[src/rtl/serial_adder.sv]
// Bit-serial two's-complement add/subtract, LSB first, producing the carry pair for the overflow detector.
// Optional sticky overflow output vs is enabled by defining SERIALADDER_STICKY_EN.
module serial_adder #(
  parameter int WIDTH = 8
) (
  input  logic             clk,
  input  logic             rst,
  input  logic             start,
  input  logic             sub,
  input  logic [WIDTH-1:0] a,
  input  logic [WIDTH-1:0] b,
  output logic             busy,
  output logic             done,
  output logic [WIDTH-1:0] sum,
  output logic             cin,
  output logic             cout,
  output logic             v
`ifdef SERIALADDER_STICKY_EN
  ,
  output logic             vs
`endif
);

  localparam int CW = $clog2(WIDTH);
  localparam int SW = WIDTH - 1;
  localparam logic [CW-1:0] LAST = CW'(WIDTH - 1);

  localparam logic [1:0] S_IDLE = 2'd0;
  localparam logic [1:0] S_RUN  = 2'd1;
  localparam logic [1:0] S_DONE = 2'd2;

  logic [1:0]       state;
  logic [WIDTH-1:0] sa;
  logic [WIDTH-1:0] sb;
  logic [SW-1:0]    sr;
  logic [CW-1:0]    cnt;
  logic             c;
  logic             s;
  logic             cn;

  always_comb begin
    s  = sa[0] ^ sb[0] ^ c;
    cn = (sa[0] & sb[0]) | (sa[0] & c) | (sb[0] & c);
  end

  assign busy = (state != S_IDLE);
  assign done = (state == S_DONE);

  // The partial sum lives in sr; visible outputs only change on the final bit so they hold the previous result during RUN.
  always_ff @(posedge clk) begin
    if (rst) begin
      state <= S_IDLE;
      sa    <= '0;
      sb    <= '0;
      sr    <= '0;
      cnt   <= '0;
      c     <= 1'b0;
      sum   <= '0;
      cin   <= 1'b0;
      cout  <= 1'b0;
      v     <= 1'b0;
`ifdef SERIALADDER_STICKY_EN
      vs    <= 1'b0;
`endif
    end else begin
      case (state)
        S_IDLE: begin
          if (start) begin
            sa    <= a;
            sb    <= b ^ {WIDTH{sub}};
            c     <= sub;
            cnt   <= '0;
            state <= S_RUN;
          end
        end
        S_RUN: begin
          sr  <= SW'({s, sr} >> 1);
          c   <= cn;
          sa  <= sa >> 1;
          sb  <= sb >> 1;
          cnt <= cnt + CW'(1);
          if (cnt == LAST) begin
            sum   <= {s, sr};
            cin   <= c;
            cout  <= cn;
            v     <= c ^ cn;
`ifdef SERIALADDER_STICKY_EN
            if (c ^ cn) begin
              vs <= 1'b1;
            end
`endif
            state <= S_DONE;
          end
        end
        S_DONE: begin
          state <= S_IDLE;
        end
        default: begin
          state <= S_IDLE;
        end
      endcase
    end
  end

endmodule

[config.mk]
export PLATFORM = sky130hd
export DESIGN_NAME = serial_adder
export DESIGN_NICKNAME = d
export VERILOG_FILES = /design/src/rtl/serial_adder.sv
export SDC_FILE = /design/constraint.sdc
export NUM_CORES = 1
export LEC_CHECK = 0
export CAP_MARGIN = 40
export CORE_MARGIN = 2
export CORE_UTILIZATION = 30
export DETAILED_ROUTE_END_ITERATION = 7
export SETUP_SLACK_MARGIN = 0.5
export SYNTH_ARGS = -nofsm -noshare
export SYNTH_HDL_FRONTEND = slang
export SYNTH_SLANG_ARGS = --single-unit
[constraint.sdc]
create_clock -name clk -period 2.8 [get_ports clk]
set_input_delay 0.28 -clock clk [delete_from_list [all_inputs] [get_ports clk]]
set_output_delay 0.28 -clock clk [all_outputs]
set_load 0.1 [all_outputs]
# After elaboration in Yosys (flattened, before gate mapping)
# Cells that the tools add are included.
# word_totals
regBits	40
inputBits	20
output_inout_bits	13
elab_cells	42
# classes
n_addsub	1
n_eq_ne	5
mux	11
n_bitwise	9
reduce_logical	6
# ops
cell	n
8-bit case mux with 2 select lines	2
8-bit two-way mux	2
8-bit XOR	1
3-bit case mux with 2 select lines	1
2-bit AND reduction	3
2-bit two-way mux	2
2-bit inequality test (second input constant)	2
2-bit case mux with 2 select lines	1
2-bit nonzero test	2
3-bit by 1-bit adder with 3-bit output (second input constant)	1
1-bit bitwise AND	3
3-bit equality test (second input constant)	1
3-bit two-way mux	1
1-bit XOR	3
2-bit by 1-bit equality test with 1-bit output (second input constant)	1
2-bit equality test (second input constant)	1
2-bit logical NOT	1
1-bit bitwise OR	2
1-bit case mux with 2 select lines	1
1-bit two-way mux	1

# Logic depth before layout (Yosys ltp)
# Gate-level depths: netlist of the first run.
# logic_depth
depth_word	4
depth_mapped	6
mapped_depth_nobuf	5

# Worst setup path before layout of the first run
# Ideal clock, no wire load.
# synth_path
path_kind	register to output
from	register state[0]
to	output port done
arrival_ns	1.935
required_ns	2.520
path_slack_ns	0.585
path_stages_with_launch	4
path_buffers	2
path_cell_list	dfxtp_1 > buf_6 > buf_4 > nor2b_1
# synth_via
elab_chain_cells	1
# synth_rtl
element	line_no	source
start, declared	32	logic [1:0] state;
start signal, assigned	52	state <= S_IDLE;
start signal, assigned	73	state <= S_RUN;
start signal, assigned	92	state <= S_DONE;
2-bit equality test	47	assign done = (state == S_DONE);
end, declared	13	output logic done,
# Every way passes these cells.

# Worst setup path in the final report of the first run
# layout_path
from	register state[0]
to	register sa[3]
# layout_via
elab_chain_cells	3
word_cells_on_any_way	6
classes_between	2 x eq/ne; 1 x mux; 3 x reduce/logical
# layout_rtl
element	line_no	source
2-bit by 1-bit equality test with 1-bit output or 2-bit logical NOT (tied branches)	66	case (state)
2-bit nonzero test (no source line) or 2-bit inequality test (tied branches)	-	
2-bit AND reduction (no source line)	-	
end signal, assigned	79	sa <= sa >> 1;
end, declared	33	logic [WIDTH-1:0] sa;
# Several ways; a longest one is shown, not always the timed one.
# A chain may end at the register's enable or synchronous reset.

==> impl_metrics.toml, run 1 <==
[yosys]
ys_types = 30
syn_area_um2 = 1730
yosysSeqAreaShare = 0.462
yosysWarnings = 0
syn_inst = 185
synth_area_per_cell_um2 = 9.37
ys_ff_latch = 40
synth_fp_nets = 208

[layout]
fin_cells = 284
multi_input_area_um2 = 815
diodes = 0
area_growth_pct = 21.7
layout_commonest_cell = "dfxtp_1"
final_cell_mix = "dfxtp_1 (40), nand2_1 (34), clkdlybuf4s50_1 (19), a21oi_1 (18), buf_4 (16)"
drive_above_1_share = 0.151
layout.nets = 234
seq_area_um2 = 801
nFillCells = 598

[worst_setup_path]
crit_chain = "o21ba_1, nor2_1, a211oi_2"
cp_slowest_stage_delay_ps = 840
cp-start-kind = "flop"
worstSetupPathType = "reg -> reg"
r2r_slack_ps = 860
crit_slowest_cell = "dfxtp_1"
crit_required_ps = 3010
critical-path-top-delay-family = "compound AO/OA/AOI/OAI gates"
cp_max_fo = 19
end_kind = "flop"
worstPathArrival_ps = 2150
worst-path-buf-inv = 0

[detailed_routing]
drt_first_iter_violations = 74
drt_pass1_iterations = 4
final_antenna_net_count = 0
wl_mm = 3.21
vias = 1284
routed_via_density = 4.52
avgRoutedWirePerCell_um = 11.3
drc = 0

[grt]
grt_start_max_net_pins = 25
grt_util_all_layers = 0.104
grt_pass1_vias = 1093
antenna_found_initial = 0
grt_pass1_wl_mm = 5.19
overflow = 0

[pwr]
ir_drop_uv = 180
comb_power_share = 0.124
p_seq_frac = 0.538
p_clk_frac = 0.338
power_density_nw_per_um2 = 542
power.internal_uw = 866
switching_share = 0.243
power.net_switching_uw = 278
power_leakage_uw = 0.000764
power_uw = 1140

[timing]
min_period_ps = 1940
setup_tns_ps = 0
grt_setup_unrepaired = "false"
setup_violations = 0
worst_pin_slew_ps = 796
slew_violations = 0
finalHoldViolations = 0
timing.final.crit_share = 0.694
max_freq_mhz = 515
finClkSkew_ps = 5.16
holdWs_ps = 454
slew_headroom = 0.469

[clocking]
cts.sinks = 40
cts_htree_levels = 2
ctsHoldBuffers = 0
clock-root-buffer = "clkbuf_8"
cts_tree = "built"
cts.path.max_buffers = 2
cts.reportedPaths.clkPinSlew_ps = 70
cts_inserted_buffers = 5
cts-resized-gates = 0
post-cts-setup-buffers = 0
clk_latency_ps = 290

[die]
die-area_um2 = 6400
initial_core_util = 0.313
io_pins = 33
core_um2 = 5540
die_w_um = 80
die_h_um = 80
num_rows = 27

[run]
max_cap_violations = 0

[place]
numPortBuffers = 32
hpwlAfterDp_mm = 2.23
dpl.cell_count = 276
place_congestion = 0.759

[hold_path]
hp-class = "reg -> reg"

[run_status]
status = "completed"
[worst register-to-register path, delay by kind of cell, from the launching register on]
kind | cells | cell delay (ps)
flops | 1 | 840
simple gates | 1 | 130
compound gates | 2 | 900
[registers in the layout (all words and copies together), names as in the netlist]
| name | cells |
|---|---|
| sum | 8 |
| sa | 8 |
| v | 1 |
| cnt | 3 |
| cout | 1 |
| sr | 7 |
| cin | 1 |
| c | 1 |
| sb | 8 |
| state | 2 |
[per-layer routing]
| layer | GRT usage | share of wire |
|---|---|---|
| met1 | 0.145 | 0.53 |
| met2 | 0.149 | 0.40 |
| met3 | 0.0283 | 0.054 |
| met4 | 0.0458 | 0.019 |
| met5 | 0 | 0 |
[per-stage QoR]
stage	worst slack, ps	instance area [µm²]	util
final	858	2110	0.381
after floorplan	585	1730	-
after global routing	681	2110	0.381
after CTS	849	2110	0.381
after global placement	883	2020	0.364
after detailed placement	885	2020	0.364
[power groups by stage]
stage                     Clock (µW)  Combinational [µW]  Sequential [µW]
after floorplan                    0                 113              618
after global placement             0                 142              628
after detailed placement           0                 142              628
after CTS                        397                 143              615
after global routing             418                 156              619
final                            387                 142              615
[synthesized netlist by cell type]
library cell  instances  area, µm²
a211oi_1              1       7.51
a211oi_2              8        100
a21oi_1              18       90.1
a22oi_1              11       82.6
and3b_1               1       8.76
buf_1                 1       3.75
buf_2                 4       20.0
buf_4                 4       30.0
buf_6                 3       33.8
buf_8                 1       15.0
clkbuf_1              3       11.3
dfxtp_1              40        801
fa_1                  1       20.0
ha_1                  2       25.0
inv_1                 1       3.75
mux2i_1               8       80.1
nand2_1              34        128
nand2b_1              3       18.8
nand3b_1              1       7.51
nor2_1               15       56.3
nor2b_1               2       12.5
nor3_1                2       10.0
nor3b_2               1       12.5
o21ba_1               1       10.0
o21bai_1              1       7.51
o22ai_1               7       43.8
or2_2                 1       6.26
or3b_1                1       8.76
xnor2_1               8       70.1
xor2_1                1       8.76
[cell type report]
type | instances | share of cell area
repair buffers | 35 | 0.147
inverters | 1 | 0.00178
multi-input cells | 128 | 0.386
flip-flops and latches | 40 | 0.380
clock buffers | 8 | 0.0427
well taps | 72 | 0.0427
[final timing paths]
check | end | cells past startpoint | start
max | sa[3]$_SDFFE_PP0P_ | 3 | state[0]$_SDFFE_PP0P_
min | sum[3]$_SDFFE_PP0P_ | 2 | sum[3]$_SDFFE_PP0P_
max reg2reg | sa[3]$_SDFFE_PP0P_ | 3 | state[0]$_SDFFE_PP0P_
min reg2reg | sum[3]$_SDFFE_PP0P_ | 2 | sum[3]$_SDFFE_PP0P_
[cells by family after synthesis]
family	after synthesis	share of synthesized area
buffers and inverters	17	0.0679
and+or+nand+nor	61	0.155
muxes	8	0.0462
adders and majority gates	3	0.0260
xor gates and xnor gates	9	0.0455
DFF	40	0.462
AOI/OAI and AO/OA	47	0.197
(Power assumes the default switching activity.)
==> inputs of run 2 (changes only) <==
==> constraint.sdc (replaced) <==
create_clock -name clk -period 1.78 [get_ports clk]
set_input_delay 0.178 -clock clk [delete_from_list [all_inputs] [get_ports clk]]
set_output_delay 0.178 -clock clk [all_outputs]
set_load 0.1 [all_outputs]
==> run 2 against run 1 <==
Compared with the run above:
- global-route usage grew 0.75 points
- first-iteration DRC count fell by 15%
- register-to-register slack got worse by 410 ps
- clock power up 59%
- sequential cell count unchanged
- critical path depth is the same
- via count grew 9.7%
- wire length up 14%
- worst hold slack better by 1.8 ps
- total power up 64%
- largest power group unchanged
- clock-buffer cell count is 2 lower
- die area unchanged
==> impl_metrics.toml, run 2 (synthesis gave the netlist of run 1 again) <==
[clocking]
cts_tree = "built"
cts_htree_levels = 2
clock-root-buffer = "clkbuf_8"
cts.sinks = 40
cts.path.max_buffers = 2
cts.reportedPaths.clkPinSlew_ps = 80
ctsHoldBuffers = 0
clk_latency_ps = 290
cts_inserted_buffers = 5

[place]
place_congestion = 0.740
dpl.cell_count = 282
numPortBuffers = 32
hpwlAfterDp_mm = 2.25

[die]
initial_core_util = 0.313
die_w_um = 80
num_rows = 27
io_pins = 33
die-area_um2 = 6400
die_h_um = 80
core_um2 = 5540

[pwr]
power.internal_uw = 1400
power_density_nw_per_um2 = 750
comb_power_share = 0.157
power.net_switching_uw = 471
p_clk_frac = 0.329
switching_share = 0.251
power_leakage_uw = 0.000905
ir_drop_uv = 283
p_seq_frac = 0.514

[worst_setup_path]
cp-start-kind = "flop"
cp_max_fo = 6
cp_slowest_stage_delay_ps = 360
crit_required_ps = 1600
worstPathArrival_ps = 1180
crit_chain = "buf_8, or2_4, buf_12"
worstSetupPathType = "reg -> out"
end_kind = "output pin"
crit_slowest_cell = "dfxtp_4"

[layout]
drive_above_1_share = 0.372
layout.nets = 253
final_cell_mix = "dfxtp_1 (33), nand2_1 (29), buf_4 (25), clkdlybuf4s50_1 (19), a21oi_1 (12)"
fin_cells = 303
layout_top_registers = "sa (8), sb (8), sum (8)"
layout_commonest_cell = "dfxtp_1"
diodes = 0
area_growth_pct = 44.0

[timing]
finClkSkew_ps = 8.62
setup_violations = 0
slew_headroom = 0.807
grt_setup_unrepaired = "true"
min_period_ps = 1360
setup_tns_ps = 0
finalHoldViolations = 0
max_freq_mhz = 737
timing.final.crit_share = 0.762
slew_violations = 0
worst_pin_slew_ps = 289

[detailed_routing]
drc = 0
vias = 1409
wl_mm = 3.66
final_antenna_net_count = 0
drt_first_iter_violations = 63
avgRoutedWirePerCell_um = 12.1
drt_pass1_iterations = 5
routed_via_density = 4.65

[grt]
grt_start_max_net_pins = 25
grt_util_all_layers = 0.112
grt_pass1_wl_mm = 5.62
grt_pass1_vias = 1212
overflow = 0
antenna_found_initial = 0

[run_status]
status = "completed"

[run]
max_cap_violations = 0

[hold_path]
hp-class = "reg -> reg"
[run 2: cell count changes in the layout (fill, tap and decap cells not counted), moves of 4 or more]
cell / previous run / this run
a21oi_1: 18 / 12
a21oi_2: 0 / 6
buf_4: 16 / 25
dfxtp_1: 40 / 33
dfxtp_2: 0 / 4
nand2_1: 34 / 29
nand2_4: 0 / 4
nor2_1: 15 / 7
nor2_2: 0 / 7
[run 2: path summary, 6_finish.rpt]
check / startpoint / end / cells after the start / slack, ps
worst max-delay path: state[0]$_SDFFE_PP0P_ / busy / 3 / 420
worst max register to register: cnt[0]$_SDFFE_PP0P_ / sum[4]$_SDFFE_PP0P_ / 6 / 450
worst min register to register: sum[6]$_SDFFE_PP0P_ / sum[6]$_SDFFE_PP0P_ / 2 / 460
worst min-delay path: sum[6]$_SDFFE_PP0P_ / sum[6]$_SDFFE_PP0P_ / 2 / 460
[run 2: per-stage QoR]
| step | total power, µW | cell area (µm²) | setup WS [ps] | hold slack (ps) | util |
|---|---|---|---|---|---|
| after global routing | 1960 | 2500 | 378 | 468 | 0.451 |
| after global placement | 1230 | 2100 | 63.9 | 443 | 0.379 |
| after CTS | 1870 | 2300 | 372 | 460 | 0.414 |
| after detailed placement | 1230 | 2100 | 62.8 | 449 | 0.379 |
| after floorplan | 1150 | 1750 | 508 | 326 | - |
| final | 1870 | 2500 | 424 | 456 | 0.451 |
[run 2: power groups by stage]
stage | sequential, µW | combinational (µW) | clock, µW
detailed placement | 981 | 248 | 0
finish | 963 | 294 | 615
CTS | 960 | 276 | 635
floorplan | 972 | 178 | 0
global route | 968 | 320 | 676
global placement | 981 | 246 | 0
[run 2: area by class of cell]
class / instances / area (µm²)
Tap cell: 72 / 90.1
Timing Repair Buffer: 53 / 531
Sequential cell: 40 / 817
Clock buffer: 6 / 82.6
Fill cell: 536 / 3040
Clock inverter: 2 / 10.0
Inverter: 1 / 3.75
Multi-Input combinational cell: 129 / 962
[run 2: what timing repair did]
item                                    4_1_cts  5_1_grt
gates cloned                                  1        2
pin swaps                                     1       20
endpoints found under the setup margin       34       32
buffers inserted                              4        6
gates resized for setup                      21       33
[run 2: layer usage]
layer	track usage	up-vias	routed length, µm
met5	0	-	0
met4	0.0508	0	52
met3	0.0238	5	132
met2	0.169	31	1680
met1	0.151	646	1800
li1	-	727	-
[run 2: worst max-delay path: cells and delay by family, from the launching register on]
kind / cells / cell delay [ps]
DFF: 1 / 360
buffers and inverters: 2 / 290
and+or+nand+nor: 1 / 230
